[config.mk]
export PLATFORM = sky130hd
export DESIGN_NAME = ym_clkgen_bank
export DESIGN_NICKNAME = d
export VERILOG_FILES = /design/src/rtl/ym_clkgen_bank.sv
export SDC_FILE = /design/constraint.sdc
export NUM_CORES = 1
export LEC_CHECK = 0
export CAP_MARGIN = 25
export CORE_ASPECT_RATIO = 0.6
export CORE_MARGIN = 4
export CORE_UTILIZATION = 29
export CTS_CLUSTER_DIAMETER = 30
export DETAILED_ROUTE_END_ITERATION = 7
export HOLD_SLACK_MARGIN = 0.02
export PLACE_DENSITY_LB_ADDON = 0.2
export SLEW_MARGIN = 10
export SYNTH_ARGS = -nofsm -noshare
export SYNTH_HDL_FRONTEND = slang
export SYNTH_SLANG_ARGS = --single-unit
[constraint.sdc]
create_clock -name MCLK -period 2.8 [get_ports MCLK]
set_clock_uncertainty 0.2 [all_clocks]
set_input_delay 0.42 -clock MCLK [delete_from_list [all_inputs] [get_ports MCLK]]
set_output_delay 0.42 -clock MCLK [all_outputs]
set_load 0.03 [all_outputs]
[src/rtl/ym_clkgen_bank.sv]
// ym_clkgen_bank
// Clock-enable generator running entirely in the MCLK domain. It provides NCH
// programmable divided clock levels and a selectable dot clock. The dot clock
// can come from one of the channels or from a synchronised external clock.
// From the dot clock it derives edge pulses (c2 rising, c1 falling) and
// alternating half-rate pulses (hc1/hc2). Nothing here is used as a clock.
//
// Ports
//   MCLK       master clock; all registers update on its rising edge
//   rst        synchronous active-high reset
//   ch_en      per-channel run enable
//   period     channel i period in MCLK cycles, field [i*DIVW +: DIVW]
//   high       channel i high time in MCLK cycles, same field layout
//   ext_clk    asynchronous external dot clock
//   dot_ext    dot source request: 1 = ext_clk, 0 = channel dot_ch
//   dot_ch     channel index requested as the dot source
//   hres       half-clock phase resync, sampled on c1
//   clk_out    registered divided clock levels
//   rise/fall  one-cycle pulses on clk_out edges
//   c2/c1      dot clock rising/falling edge pulses
//   hc1/hc2    alternating half-rate pulses
//   dsel_busy  requested dot source differs from the active one
module ym_clkgen_bank #(
    parameter int NCH  = 4,
    parameter int DIVW = 5,
    parameter int CW   = (NCH > 1) ? $clog2(NCH) : 1
) (
    input  logic                 MCLK,
    input  logic                 rst,
    input  logic [NCH-1:0]       ch_en,
    input  logic [NCH*DIVW-1:0]  period,
    input  logic [NCH*DIVW-1:0]  high,
    input  logic                 ext_clk,
    input  logic                 dot_ext,
    input  logic [CW-1:0]        dot_ch,
    input  logic                 hres,
    output logic [NCH-1:0]       clk_out,
    output logic [NCH-1:0]       rise,
    output logic [NCH-1:0]       fall,
    output logic                 c2,
    output logic                 c1,
    output logic                 hc1,
    output logic                 hc2,
    output logic                 dsel_busy
);

    // ------------------------------------------------------------------
    // Divider channels
    // ------------------------------------------------------------------
    genvar gi;
    generate
        for (gi = 0; gi < NCH; gi++) begin : g_ch
            logic [DIVW-1:0] cnt_reg;
            logic [DIVW-1:0] ps_reg;
            logic [DIVW-1:0] hs_reg;
            logic [DIVW-1:0] cnt_next;
            logic [DIVW-1:0] p_in;
            logic [DIVW-1:0] h_in;
            logic            clk_reg;
            logic            clk_d_reg;
            logic            stall;
            logic            wrap;

            assign p_in     = period[gi*DIVW +: DIVW];
            assign h_in     = high[gi*DIVW +: DIVW];
            // Periods below 2 cannot produce a toggling waveform; park them.
            assign stall    = !ch_en[gi] || (ps_reg < DIVW'(2));
            assign wrap     = (cnt_reg == ps_reg - DIVW'(1));
            assign cnt_next = wrap ? '0 : cnt_reg + DIVW'(1);

            always_ff @(posedge MCLK) begin
                if (rst) begin
                    cnt_reg   <= '0;
                    clk_reg   <= 1'b0;
                    clk_d_reg <= 1'b0;
                    ps_reg    <= p_in;
                    hs_reg    <= h_in;
                end else begin
                    clk_d_reg <= clk_reg;
                    if (stall) begin
                        cnt_reg <= '0;
                        clk_reg <= 1'b0;
                        ps_reg  <= p_in;
                        hs_reg  <= h_in;
                    end else begin
                        cnt_reg <= cnt_next;
                        // Shadow registers only take new settings at the
                        // wrap, so a period in flight always completes.
                        if (wrap) begin
                            ps_reg  <= p_in;
                            hs_reg  <= h_in;
                            clk_reg <= (cnt_next < h_in);
                        end else begin
                            clk_reg <= (cnt_next < hs_reg);
                        end
                    end
                end
            end

            assign clk_out[gi] = clk_reg;
            assign rise[gi]    = clk_reg & ~clk_d_reg;
            assign fall[gi]    = ~clk_reg & clk_d_reg;
        end
    endgenerate

    // ------------------------------------------------------------------
    // Dot clock source selection and edge / half-clock generation
    // ------------------------------------------------------------------
    logic          ext_s1_reg;
    logic          ext_s_reg;
    logic          cur_ext_reg;
    logic [CW-1:0] cur_ch_reg;
    logic          dclk_l_reg;
    logic          ph_reg;
    logic          src_ch;
    logic          src;
    logic          req_diff;

    // Out-of-range channel indices read as a constant-low source.
    always_comb begin
        src_ch = 1'b0;
        for (int i = 0; i < NCH; i++) begin
            if (cur_ch_reg == CW'(i)) begin
                src_ch = clk_out[i];
            end
        end
    end

    assign src = cur_ext_reg ? ext_s_reg : src_ch;

    // The channel index is irrelevant while the external source is requested.
    // Comparing against the live request makes a pending switch retarget to
    // whatever is asked for last.
    assign req_diff = (dot_ext != cur_ext_reg) ||
                      (!dot_ext && (dot_ch != cur_ch_reg));
    assign dsel_busy = req_diff;

    always_ff @(posedge MCLK) begin
        if (rst) begin
            ext_s1_reg  <= 1'b0;
            ext_s_reg   <= 1'b0;
            cur_ext_reg <= dot_ext;
            cur_ch_reg  <= dot_ch;
            dclk_l_reg  <= 1'b0;
            ph_reg      <= 1'b0;
        end else begin
            ext_s1_reg <= ext_clk;
            ext_s_reg  <= ext_s1_reg;
            dclk_l_reg <= src;
            // Switch only while the old source has rested low for a full
            // cycle, so no truncated high phase reaches c1/c2. A source that
            // never stays low for two consecutive cycles holds off the switch.
            if (req_diff && !src && !dclk_l_reg) begin
                cur_ext_reg <= dot_ext;
                cur_ch_reg  <= dot_ch;
            end
            if (c1) begin
                ph_reg <= hres ? 1'b0 : ~ph_reg;
            end
        end
    end

    assign c2  = src & ~dclk_l_reg;
    assign c1  = ~src & dclk_l_reg;
    assign hc1 = c2 & ~ph_reg;
    assign hc2 = c2 & ph_reg;

endmodule

==> flow_summary.json <==
{
  "ant_nets": 0,
  "grt_pass1_vias": 2948,
  "cpMaxStageDelayCell": "or4b_4",
  "status": "finished, violations left",
  "grt_max_degree": 14,
  "clock-root-buffer": "clkbuf_16",
  "drive_above_1_share_pct": 22.2,
  "yosysSeqAreaShare_pct": 49.4,
  "cts.sinks": 75,
  "synth_area_um2": 3910,
  "viasPerCell": 4.32,
  "fin_nets": 574,
  "synth_ff_type": "edfxtp_1",
  "num_vias": 2860,
  "finalHoldViolations": 0,
  "netlist_instances": 367,
  "clk_pin_slew_ps": 60,
  "diodes": 0,
  "cp.buffers_inverters": 1,
  "rsz0062_at_grt": "true",
  "worstSetupPathType": "reg2reg",
  "finalCritPeriodShare_pct": 107,
  "antenna_found_initial": 0,
  "setup_viol": 1,
  "ys_warn_count": 0,
  "r2r_start": "g_ch[3].ps_reg[0]",
  "synth.avg_cell_area_um2": 10.6,
  "wl_um": 8550,
  "dpl.hpwl_um": 6620,
  "rows": 32,
  "dieWidth_um": 158,
  "power.switching_uw": 733,
  "worst_slew_pin_slew_ps": 417,
  "avgRoutedWirePerCell_um": 12.9,
  "gp_congestion": 0.759,
  "fillers": 1218,
  "synthArstFlopShare_pct": 0,
  "critPathRequiredTime_ps": 2870,
  "p_comb_share_pct": 17.7,
  "start_kind": "flop",
  "cp_max_fo": 3,
  "final_max_slew_viol_count": 0,
  "cp_data_arrival_time_ps": 3060,
  "seqPwrFrac_pct": 45.4,
  "drc": 0,
  "powerDensity_nw_per_um2": 508,
  "crit_path_end_kind": "flop",
  "power.leakage_nw": 2.38,
  "grt_pass1_wl_um": 14200,
  "synthesis.nets": 454,
  "clockBufferDepth": 2,
  "synthDistinctLibCells": 47,
  "syn2layout_area_growth_pct": 43.4,
  "numCtsBuffers": 9,
  "drtIter0Drc": 109,
  "drv_cap": 0,
  "relSlewSlack_pct": 72.2,
  "crit_family": "simple AND/OR/NAND/NOR gates",
  "finalPower_mw": 2.84,
  "holdWs_ps": 234,
  "cts_tree": "done",
  "dieHeight_um": 97.9,
  "vdd_drop_max_mv": 0.280,
  "hold_class": "reg2reg",
  "cts-htree-levels": 3,
  "clockPowerShare_pct": 36.9,
  "cts_hold_buf": 0,
  "dieArea_um2": 15500,
  "period_minus_slack_ps": 3000,
  "timing.fmax_ghz": 0.334,
  "violations": "negative setup slack",
  "hold_start": "ext_s1_reg",
  "core-area_um2": 13000,
  "switching_share_pct": 25.8,
  "clock_latency_ps": 330,
  "io_buffers": 67,
  "firstDrtPassIters": 4,
  "p_int_mw": 2.11,
  "initial_core_util_pct": 30.0,
  "synth_edf_count": 43,
  "fin_ws_ps": -195,
  "crit_start": "g_ch[3].ps_reg[0]",
  "io_pins": 68,
  "path_cells": "inv_2 -> ha_4 -> xnor2_1 -> or4_4 -> nor2_4 -> nor2_2 -> ha_1 -> nor3b_2 -> o21a_1 -> o21ai_1 -> or4b_4 -> a21oi_2",
  "grt_usage_pct": 11.4,
  "synth-seq-cells": 75,
  "overflow": 0,
  "crit_path_max_incr_delay_ps": 470
}
==> worst paths after layout <==
check                           cells after the start  slack (ps)               to
worst min-delay path                                1         230        ext_s_reg
worst max register to register                     12        -200  g_ch[3].clk_reg
worst max-delay path                               12        -200  g_ch[3].clk_reg
worst min register to register                      1         230        ext_s_reg
==> timing repair <==
action / CTS / global route
setup endpoints to repair: 8 / 7
buffers inserted: 4 / 7
gates resized for setup: 15 / 30
pin swaps: 13 / 18
==> synth_stat cells (7+ instances only) <==
| master | instances | area share [%] |
|---|---|---|
| inv_1 | 47 | 4.5 |
| edfxtp_1 | 43 | 33 |
| nor2_1 | 38 | 3.7 |
| ha_1 | 36 | 12 |
| dfxtp_1 | 32 | 16 |
| nor2b_1 | 21 | 3.4 |
| xor2_1 | 19 | 4.3 |
| xnor2_1 | 17 | 3.8 |
| nand3_1 | 12 | 1.5 |
| a21oi_1 | 10 | 1.3 |
| nor3_1 | 10 | 1.3 |
| o21ai_0 | 8 | 1.0 |
| nand2_1 | 7 | 0.67 |
==> power by group through the flow <==
stage | Sequential, mW | Clock [mW] | Combinational, mW
2_1_floorplan | 1.30 | 0 | 0.250
3_3_place_gp | 1.31 | 0 | 0.453
3_5_place_dp | 1.31 | 0 | 0.459
4_1_cts | 1.29 | 1.09 | 0.475
5_1_grt | 1.30 | 1.13 | 0.557
6_report | 1.29 | 1.05 | 0.503
==> final cells by class <==
type	count	area, um^2	area share [%]
multi-input cells	237	1960	35.0
flip-flops and latches	75	1930	34.5
repair buffers	117	1050	18.7
clock buffers	10	229	4.09
well taps	170	213	3.80
inverters	47	176	3.15
clock inverters	6	42.5	0.759
==> through the flow <==
| step | instance area [um^2] | TNS (ps) | worst slack (ps) | cells | util [%] |
|---|---|---|---|---|---|
| floorplan | 3950 | -85.0 | -85.0 | 367 | - |
| detailed placement | 5090 | -527 | -222 | 636 | 39.1 |
| global route | 5600 | -657 | -321 | 662 | 43.1 |
| CTS | 5430 | -225 | -219 | 656 | 41.8 |
| finish | 5600 | -195 | -195 | 662 | 43.1 |
| global placement | 5090 | -353 | -137 | 636 | 39.1 |
==> placed cells by master, fill, tap and decap left out, types with 9 or more instances in the layout <==
| cell | Yosys | final |
|---|---|---|
| buf_4 | 4 | 49 |
| clkbuf_16 | 0 | 9 |
| clkdlybuf4s50_1 | 0 | 62 |
| dfxtp_1 | 32 | 32 |
| edfxtp_1 | 43 | 43 |
| ha_1 | 36 | 31 |
| inv_1 | 47 | 42 |
| nand3_1 | 12 | 11 |
| nor2_1 | 38 | 31 |
| nor2b_1 | 21 | 21 |
| xnor2_1 | 17 | 17 |
| xor2_1 | 19 | 19 |
==> cells by family after synthesis <==
family	after synthesis	share of synthesized area, %
and+or+nand+nor	113	15.3
DFF	75	49.4
buffers and inverters	55	5.67
AOI/OAI and AO/OA	45	7.81
adders and majority gates	37	11.8
xor gates and xnor gates	36	8.07
muxes	6	1.89
==> per-layer routing <==
metal,track usage (%),routed length [um],vias to the layer above
met3,4.25,427,4
met1,16.6,4490,1305
li1,-,-,1504
met2,16.3,3600,47
met5,0,0,-
met4,1.98,40,0
Power figures use the tool's default switching activity.
